### config.mk
export PLATFORM = sky130hd
export DESIGN_NAME = imem_loader
export DESIGN_NICKNAME = d
export VERILOG_FILES = /design/src/rtl/mips_pkg.sv /design/src/rtl/ldr_byte_pack.sv /design/src/rtl/imem_loader.sv
export SDC_FILE = /design/constraint.sdc
export NUM_CORES = 1
export LEC_CHECK = 0
export ABC_CLOCK_PERIOD_IN_PS = 2800
export CELL_PAD_IN_SITES_DETAIL_PLACEMENT = 0
export CELL_PAD_IN_SITES_GLOBAL_PLACEMENT = 1
export CORE_ASPECT_RATIO = 1.1
export CORE_UTILIZATION = 30
export CTS_CLUSTER_DIAMETER = 150
export DETAILED_ROUTE_END_ITERATION = 8
export PLACE_DENSITY_LB_ADDON = 0.2
export SYNTH_ARGS = -nofsm -noshare
export SYNTH_HDL_FRONTEND = slang
export SYNTH_HIERARCHICAL = 1
export SYNTH_SLANG_ARGS = --single-unit
### constraint.sdc
create_clock -name clk -period 2.8 [get_ports clk]
set_input_delay 0.28 -clock clk [delete_from_list [all_inputs] [get_ports clk]]
set_output_delay 0.28 -clock clk [all_outputs]
set_load 0.01 [all_outputs]
### src/rtl/mips_pkg.sv
// Shared types and widths for the MIPS-16 instruction-memory loader.
package mips_pkg;
  localparam int INST_W = 16;
  localparam int BYTE_W = 8;

  typedef enum logic [3:0] {
    S_IDLE,
    S_LEN_HI,
    S_LEN_LO,
    S_DATA_HI,
    S_DATA_LO,
    S_WRITE,
    S_CHK,
    S_DONE,
    S_ERR
  } ldr_state_t;
endpackage

### src/rtl/ldr_byte_pack.sv
// Assembles two stream bytes into one instruction word; the word register is
// also the instruction-memory write data, so it holds its value between loads.
module ldr_byte_pack
  import mips_pkg::*;
(
  input  logic              clk,
  input  logic              rst,
  input  logic              load_en,
  input  logic              sel_hi,
  input  logic [BYTE_W-1:0] byte_in,
  output logic [INST_W-1:0] word
);
  logic [INST_W-1:0] word_q, word_d;

  always_comb begin
    word_d = word_q;
    if (load_en) begin
      if (sel_hi) word_d[INST_W-1 -: BYTE_W] = byte_in;
      else        word_d[BYTE_W-1:0]         = byte_in;
    end
  end

  always_ff @(posedge clk) begin
    if (rst) word_q <= '0;
    else     word_q <= word_d;
  end

  assign word = word_q;
endmodule

### src/rtl/imem_loader.sv
// Streams a big-endian program image (count, then words) into instruction memory
// and holds the core in reset until done. LOADER_CHECKSUM_EN adds a trailing XOR byte.
module imem_loader
  import mips_pkg::*;
#(
  parameter int ADDR_W = 8
) (
  input  logic              clk,
  input  logic              rst,
  input  logic              start,
  input  logic [BYTE_W-1:0] in_data,
  input  logic              in_valid,
  output logic              in_ready,
  output logic              imem_we,
  output logic [ADDR_W-1:0] imem_addr,
  output logic [INST_W-1:0] imem_wdata,
  output logic              cpu_rst,
  output logic              busy,
  output logic              done,
  output logic              err
);
  localparam int          CNT_W = ADDR_W + 1;
  localparam logic [15:0] MAX_N = 16'(1 << ADDR_W);

  ldr_state_t        state_q, state_d;
  logic [15:0]       n_q, n_d;
  logic [CNT_W-1:0]  cnt_q, cnt_d;
  logic [ADDR_W-1:0] addr_q, addr_d;
  logic              in_ready_q, in_ready_d;
  logic              imem_we_q, imem_we_d;
  logic              cpu_rst_q, cpu_rst_d;
  logic              busy_q, busy_d;
  logic              done_q, done_d;
  logic              err_q, err_d;
  logic              pack_en, pack_hi;
  logic              xfer;
  logic [15:0]       n_full;
  logic [15:0]       cnt_inc;
`ifdef LOADER_CHECKSUM_EN
  logic [BYTE_W-1:0] csum_q, csum_d;
`endif

  assign xfer    = in_valid & in_ready_q;
  assign n_full  = {n_q[15:8], in_data};
  assign cnt_inc = 16'(cnt_q) + 16'd1;

  always_comb begin
    state_d = state_q;
    n_d     = n_q;
    cnt_d   = cnt_q;
    addr_d  = addr_q;
    pack_en = 1'b0;
    pack_hi = 1'b0;
`ifdef LOADER_CHECKSUM_EN
    csum_d  = csum_q;
    if (xfer && state_q != S_CHK) csum_d = csum_q ^ in_data;
`endif
    case (state_q)
      S_IDLE, S_DONE, S_ERR: begin
        if (start) begin
          state_d = S_LEN_HI;
`ifdef LOADER_CHECKSUM_EN
          csum_d  = '0;
`endif
        end
      end
      S_LEN_HI: begin
        if (xfer) begin
          n_d[15:8] = in_data;
          state_d   = S_LEN_LO;
        end
      end
      S_LEN_LO: begin
        if (xfer) begin
          n_d    = n_full;
          cnt_d  = '0;
          addr_d = '0;
          if (n_full == 16'd0)     state_d = S_DONE;
          else if (n_full > MAX_N) state_d = S_ERR;
          else                     state_d = S_DATA_HI;
        end
      end
      S_DATA_HI: begin
        if (xfer) begin
          pack_en = 1'b1;
          pack_hi = 1'b1;
          state_d = S_DATA_LO;
        end
      end
      S_DATA_LO: begin
        if (xfer) begin
          pack_en = 1'b1;
          state_d = S_WRITE;
        end
      end
      S_WRITE: begin
        cnt_d  = cnt_q + 1'b1;
        addr_d = addr_q + 1'b1;
`ifdef LOADER_CHECKSUM_EN
        state_d = (cnt_inc == n_q) ? S_CHK : S_DATA_HI;
`else
        state_d = (cnt_inc == n_q) ? S_DONE : S_DATA_HI;
`endif
      end
`ifdef LOADER_CHECKSUM_EN
      S_CHK: begin
        if (xfer) state_d = (in_data == csum_q) ? S_DONE : S_ERR;
      end
`endif
      default: state_d = S_IDLE;
    endcase

    // Outputs are registered, so they are decoded from the state being entered.
    in_ready_d = (state_d == S_LEN_HI) || (state_d == S_LEN_LO) ||
                 (state_d == S_DATA_HI) || (state_d == S_DATA_LO) ||
                 (state_d == S_CHK);
    imem_we_d  = (state_d == S_WRITE);
    busy_d     = !((state_d == S_IDLE) || (state_d == S_DONE) || (state_d == S_ERR));
    done_d     = (state_d == S_DONE);
    err_d      = (state_d == S_ERR);
    cpu_rst_d  = (state_d != S_DONE);
  end

  always_ff @(posedge clk) begin
    if (rst) begin
      state_q    <= S_IDLE;
      n_q        <= '0;
      cnt_q      <= '0;
      addr_q     <= '0;
      in_ready_q <= 1'b0;
      imem_we_q  <= 1'b0;
      cpu_rst_q  <= 1'b1;
      busy_q     <= 1'b0;
      done_q     <= 1'b0;
      err_q      <= 1'b0;
`ifdef LOADER_CHECKSUM_EN
      csum_q     <= '0;
`endif
    end else begin
      state_q    <= state_d;
      n_q        <= n_d;
      cnt_q      <= cnt_d;
      addr_q     <= addr_d;
      in_ready_q <= in_ready_d;
      imem_we_q  <= imem_we_d;
      cpu_rst_q  <= cpu_rst_d;
      busy_q     <= busy_d;
      done_q     <= done_d;
      err_q      <= err_d;
`ifdef LOADER_CHECKSUM_EN
      csum_q     <= csum_d;
`endif
    end
  end

  ldr_byte_pack u_pack (
    .clk     (clk),
    .rst     (rst),
    .load_en (pack_en),
    .sel_hi  (pack_hi),
    .byte_in (in_data),
    .word    (imem_wdata)
  );

  assign in_ready  = in_ready_q;
  assign imem_we   = imem_we_q;
  assign imem_addr = addr_q;
  assign cpu_rst   = cpu_rst_q;
  assign busy      = busy_q;
  assign done      = done_q;
  assign err       = err_q;
endmodule

==> out/qor.csv, run 1 <==
stage,metric,value,unit
setup_path,CP max FO,9,
run,max_cap viols,0,
pwr,pwr/cell area,503,nW/um^2
global_routing,initial antenna violation count,0,
timing,fmax,0.438,GHz
min_path,HP Start,rst,
setup_path,Worst setup SP type,register,
logic_synthesis,post-synthesis register bit count,59,
logic_synthesis,Synth Area in Compound Gates,13.9,%
detailed_routing,DRC Markers,0,
final_layout,ant diodes,0,
detailed_routing,drt first pass iters,4,
logic_synthesis,asr flop ratio synth,0,%
timing,post-route clock period utilization,81.6,%
min_path,Hold Crit Depth,2,
logic_synthesis,sequential fraction of the synthesis area,40.4,%
setup_path,"Arr. time, crit path",2560,ps
die,Initial Util,31.1,%
clocking,hold_buf cts,0,
timing,Max-slew headroom,59.3,%
clocking,postcts setup bufs,0,
clocking,clk buf depth,2,
pwr,P_leak,1.38,nW
clocking,CTS root buffer,clkbuf_8,
detailed_routing,Antenna Nets Post-Route,0,
global_routing,largest net degree at the start of global routing,40,
pwr,Design Power,0.00183,W
logic_synthesis,"EDFF count, synth",0,
timing,Slew @ Worst Pin,611,ps
logic_synthesis,syn nets,357,
clocking,clock sink count,59,
clocking,clk_lat worst skew,330,ps
setup_path,CP Capture Type,register,
logic_synthesis,Main synth FF type,dfxtp_1,
clocking,CTS H-tree depth,3,
die,die width,96.2,um
die,chip height,106,um
logic_synthesis,post-synth design cell area,2930,um^2
setup_path,"Req. time, crit path",3080,ps
clocking,total CTS buffers,9,
final_layout,Post-Layout Cell Count,501,
detailed_routing,Via density,4.99,
timing,Hold WS,448,ps
place,port bufs,41,
final_layout,share of cells above drive strength 1,8.59,%
logic_synthesis,Syn Inst Count,343,
final_layout,"most common cell after layout, fill and taps aside",dfxtp_1,
setup_path,Worst R2R Start,cnt_q[0],
logic_synthesis,largest family of logic cells by synthesized area,simple AND/OR/NAND/NOR gates,
setup_path,path depth of the worst reg2reg path,7,
place,placed insts,485,
logic_synthesis,post-synthesis mux area share,8.94,%
min_path,Hold Crit Endpoint,err,
timing,crit path time final,2290,ps
clocking,clk slew on worst S/H paths,70,ps
place,routability cong.,0.806,
final_layout,Fillers,978,
die,num ports,42,
final_layout,area grow syn2layout,24.3,%
final_layout,"commonest non-fill, non-tap cells in the layout","59 x dfxtp_1, 44 x nor2_1, 40 x clkdlybuf4s50_1",
timing,post-route setup TNS,0,ps
setup_path,Critical R2R Capture,imem_we,
timing,unrepaired setup endpoints after global routing,false,
die,core area,9400,um^2
logic_synthesis,syn_area_per_cell,8.53,um^2
logic_synthesis,Synth cell types,55,
clocking,post-CTS sizing,0,
setup_path,reg2reg setup slack,510,ps
die,FP Rows,37,
logic_synthesis,xor-xnor portion of the synthesized cell area,3.25,%
timing,Fin Clk Skew,14.5,ps
global_routing,first-pass GRT wire length,11700,um
detailed_routing,final WL,7150,um
global_routing,total global-route track usage,15.2,%
timing,final hold viol count,0,
logic_synthesis,post-synthesis adder-cell area fraction,0.855,%
timing,number of setup violations in the final report,0,
timing,Final Slew Violations,0,
detailed_routing,drt initial violations,73,
logic_synthesis,Post-Synth Simple-Gate Area,28.9,%
min_path,hold crit path type,in -> reg,
clocking,CTS tree,built,
logic_synthesis,Yosys warning count,6,
place,DP HPWL,5040,um
die,DIE AREA,10200,um^2
run_status,status,"finished, final reports clean",
detailed_routing,vias,2498,
global_routing,GR Overflow Total,0,
pwr,worst vdd ir,0.217,mV
setup_path,critical path class,reg -> reg,
detailed_routing,routed length per instance,14.3,um
final_layout,nets,393,
global_routing,vias in the first global route,2419,
## synthesized netlist by cell type, drive strengths merged, types with 2 or more instances
cell    number  area share (%)
nor4         6             1.5
o311ai       2            0.60
ha           2            0.85
nor2b        3            0.64
and2         5             1.1
o21ai       13             2.2
or3          2            0.43
nor2        45             5.9
and3         4            0.85
a211oi       4             1.2
nor3         7             1.4
nand3b       4             1.5
mux2i       25             8.6
dfxtp       59              40
nand2b      27             5.8
and4bb       2            0.85
a21o         2            0.51
o21a         2            0.51
xor2         3            0.90
a31oi        6             1.3
xnor2        7             2.4
a21oi       26             4.4
nand4        3            0.64
inv          3            0.38
buf         11             2.0
nand3       18             3.1
clkbuf      11             1.5
nand2       25             3.2
## stage by stage
stage	area (um^2)	utilization [%]	setup slack, ps
after CTS	3640	38.7	505
after global routing	3640	38.7	280
after detailed placement	3420	36.4	420
final	3640	38.7	515
after global placement	3420	36.4	443
after floorplan	2930	-	949
## sequential cells by signal (all words and copies together), names as in the netlist
name         cells
err              1
busy             1
cpu_rst          1
in_ready         1
state_q          4
imem_we          1
done             1
u_pack/word     16
n_q             16
cnt_q            9
imem_addr        8
## cells by family after synthesis
family | after synthesis
adder cells (fa/ha/maj) | 2
multiplexers | 26
buffers and inverters | 25
flip-flops | 59
AND/OR/NAND/NOR | 158
XOR/XNOR | 10
AO/OA/AOI/OAI | 63
## routing by layer
layer	track usage [%]	share of wire (%)	up-vias
met1	20.2	49	1179
met4	7.14	1.9	0
met5	0	0	-
met3	2.81	3.1	8
li1	-	-	1278
met2	23.3	46	33
## worst max-delay path by stage
stage	start	depth (start not counted)	slack, ps	to
6_report	cnt_q[0]	7	510	imem_we
3_3_place_gp	in_data[0]	7	440	in_ready
4_1_cts	cnt_q[0]	7	510	done
2_1_floorplan	cnt_q[1]	8	950	done
5_1_grt	cnt_q[0]	7	280	imem_we
3_5_place_dp	in_data[0]	7	420	in_ready
## cell type report
| cell class | instances | area [um^2] | share of cell area, % |
|---|---|---|---|
| multi-input cells | 259 | 1630 | 44.8 |
| flip-flops and latches | 59 | 1180 | 32.5 |
| repair buffers | 47 | 450 | 12.4 |
| well taps | 117 | 146 | 4.02 |
| clock buffers | 10 | 128 | 3.51 |
| clock inverters | 6 | 90.1 | 2.48 |
| inverters | 3 | 11.3 | 0.309 |
## where the power goes
group / switching [W] / total (W) / internal, W
Clock: 0.000356 / 0.000859 / 0.000503
Combinational: 0.0000644 / 0.000114 / 0.0000500
Sequential: 0.0000104 / 0.000858 / 0.000848
Total: 0.000431 / 0.00183 / 0.00140
## critical path, cell delays in order, from the launching register on
cell and delay, ps:
dfxtp_1 480, ha_1 410, nand2b_1 110, or2_1 210, a311oi_1 270, o2111ai_1 240, o31ai_2 320, and3_1 190
(Power assumes the default switching activity.)
==> inputs of run 2 (changes only) <==
--- a/config.mk
+++ b/config.mk
@@ -5,7 +5,7 @@
 export SDC_FILE = /design/constraint.sdc
 export NUM_CORES = 1
 export LEC_CHECK = 0
-export ABC_CLOCK_PERIOD_IN_PS = 2800
+export ABC_CLOCK_PERIOD_IN_PS = 2300
 export CELL_PAD_IN_SITES_DETAIL_PLACEMENT = 0
 export CELL_PAD_IN_SITES_GLOBAL_PLACEMENT = 1
 export CORE_ASPECT_RATIO = 1.1
==> constraint.sdc (replaced) <==
create_clock -name clk -period 2.3 [get_ports clk]
set_input_delay 0.23 -clock clk [delete_from_list [all_inputs] [get_ports clk]]
set_output_delay 0.23 -clock clk [all_outputs]
set_load 0.01 [all_outputs]
==> run 2 against run 1 <==
Die area is the same; non-clock buffer count increased by 18; fmax rose by 6.9%; sequential power is 21% higher; clock power rose by 32%; largest cell class unchanged; largest power group unchanged; cell count is 3.6% higher; critical endpoint unchanged.
==> out/qor.csv, run 2 (same netlist as run 1, synthesis figures left out) <==
stage,metric,value,unit,change
min_path,hold crit path type,in -> reg,,
detailed_routing,routed length per instance,14.6,um,+2.1%
setup_path,CP Capture Type,register,,
clocking,postcts setup bufs,0,,unchanged
final_layout,Fillers,962,,-1.6%
pwr,pwr/cell area,614,nW/um^2,+22%
global_routing,vias in the first global route,2460,,+1.7%
final_layout,"most common cell after layout, fill and taps aside",dfxtp_1,,
timing,unrepaired setup endpoints after global routing,false,,
place,DP HPWL,5290,um,+5.0%
pwr,NetSw,0.000551,W,+28%
pwr,Switching Fraction,23.7,%,+0.13 points
die,chip height,106,um,unchanged
die,FP Rows,37,,unchanged
timing,crit path time final,2140,ps,-148 ps
clocking,clk_lat worst skew,350,ps,+20 ps
timing,post-route setup TNS,0,ps,unchanged
setup_path,"Arr. time, crit path",2410,ps,-150 ps
timing,Fin Clk Skew,18.9,ps,+4.40 ps
detailed_routing,drt first pass iters,4,,unchanged
place,routability cong.,0.788,,-2.2%
detailed_routing,vias,2535,,+1.5%
detailed_routing,Antenna Nets Post-Route,0,,unchanged
setup_path,"Req. time, crit path",2570,ps,-510 ps
die,Initial Util,31.1,%,unchanged
final_layout,area grow syn2layout,29.7,%,
setup_path,critical path class,reg -> reg,,
clocking,CTS tree,built,,
timing,final hold viol count,0,,unchanged
pwr,Design Power,0.00233,W,+27%
place,port bufs,41,,unchanged
pwr,Clock power frac,48.5,%,+1.6 points
setup_path,Worst setup SP type,register,,
timing,Final Slew Violations,0,,unchanged
pwr,worst vdd ir,0.320,mV,+47%
final_layout,Final Cell Area,3790,um^2,+4.3%
die,num ports,42,,unchanged
timing,fmax,0.468,GHz,+6.9%
global_routing,GRT met2 Usage,24.0,%,+0.76 points
clocking,hold_buf cts,0,,unchanged
pwr,Int Pwr,0.00178,W,+27%
final_layout,nets,411,,+4.6%
die,core area,9400,um^2,unchanged
global_routing,total global-route track usage,15.7,%,+0.52 points
detailed_routing,Via density,4.88,,-2.0%
detailed_routing,final WL,7560,um,+5.8%
detailed_routing,DRC Markers,0,,unchanged
global_routing,grt met3 use,3.32,%,+0.51 points
timing,post-route clock period utilization,92.9,%,+11 points
clocking,CTS H-tree depth,3,,unchanged
timing,Max-slew headroom,69.8,%,+11 points
pwr,register share of total power,44.8,%,-2.1 points
clocking,CTS root buffer,clkbuf_8,,
timing,Hold WS,421,ps,-27.1 ps
final_layout,ant diodes,0,,unchanged
run_status,status,"finished, final reports clean",,
final_layout,share of cells above drive strength 1,13.2,%,+4.6 points
die,DIE AREA,10200,um^2,unchanged
global_routing,GR Util met1,21.2,%,+0.93 points
final_layout,"commonest non-fill, non-tap cells in the layout","59 x dfxtp_1, 44 x nor2_1, 40 x clkdlybuf4s50_1",,
timing,number of setup violations in the final report,0,,unchanged
place,dpl cell area,3560,um^2,+4.0%
clocking,clk buf depth,2,,unchanged
pwr,combinational power share,6.7,%,+0.5 points
run,max_cap viols,0,,unchanged
global_routing,initial antenna violation count,0,,unchanged
global_routing,GR Overflow Total,0,,unchanged
final_layout,final core occ,40.4,%,+1.7 points
detailed_routing,drt initial violations,79,,+8.2%
setup_path,CP max FO,6,,-3
clocking,clock sink count,59,,unchanged
global_routing,GRT Max-Usage Layer,met2,,
timing,Slew @ Worst Pin,452,ps,-158 ps
global_routing,largest net degree at the start of global routing,48,,+20%
clocking,post-CTS sizing,0,,unchanged
die,die width,96.2,um,unchanged
clocking,clk slew on worst S/H paths,90,ps,+20 ps
global_routing,first-pass GRT wire length,12200,um,+4.0%
clocking,total CTS buffers,9,,unchanged
pwr,P_leak,1.48,nW,+7.0%
==> run 2: changes by cell type in the layout (fill, tap and decap cells not counted), sizes merged <==
cell and change:
buf +18, clkbuf +1, clkinv -1
==> run 2: area by class of cell <==
cell class | instances | area [um^2] | share of cell area [%]
flip-flops and latches | 59 | 1180 | 31.1
repair buffers | 65 | 586 | 15.4
inverters | 3 | 11.3 | 0.297
clock inverters | 5 | 85.1 | 2.24
clock buffers | 11 | 151 | 3.99
multi-input cells | 259 | 1630 | 43.1
well taps | 117 | 146 | 3.86
==> run 2: metrics by stage <==
step           instances  setup slack (ps)
6_report             519               162
5_1_grt              519              19.3
4_1_cts              519               158
3_5_place_dp         503               106
3_3_place_gp         503              73.1
2_1_floorplan        343               449
==> run 2: critical path, cell delays in order, from the launching register on <==
cell       delay [ps]
dfxtp_1           430
ha_2              290
nand2b_1           90
or2_1             210
a311oi_1          290
o2111ai_1         240
o31ai_2           330
and3_1            200
==> run 2: per-layer routing <==
layer,wire length [um],part of all wire (%)
met5,0,0
met4,114,1.5
met3,299,4.0
met2,3420,45
met1,3730,49
==> run 2: worst paths after layout <==
check,start,to,slack [ps],depth (start not counted)
setup / recovery,cnt_q[1],imem_we,160,7
hold / removal,rst,n_q[5],420,3
hold reg to reg,n_q[12],n_q[12],460,2
setup reg to reg,cnt_q[1],imem_we,160,7
==> run 2: power by group through the flow <==
stage,sequential [W],combinational [W],clock [W]
after CTS,0.00104,0.000158,0.00116
after detailed placement,0.00107,0.000157,0
after global placement,0.00107,0.000157,0
after global routing,0.00105,0.000171,0.00120
final,0.00104,0.000157,0.00113
after floorplan,0.00107,0.0000834,0
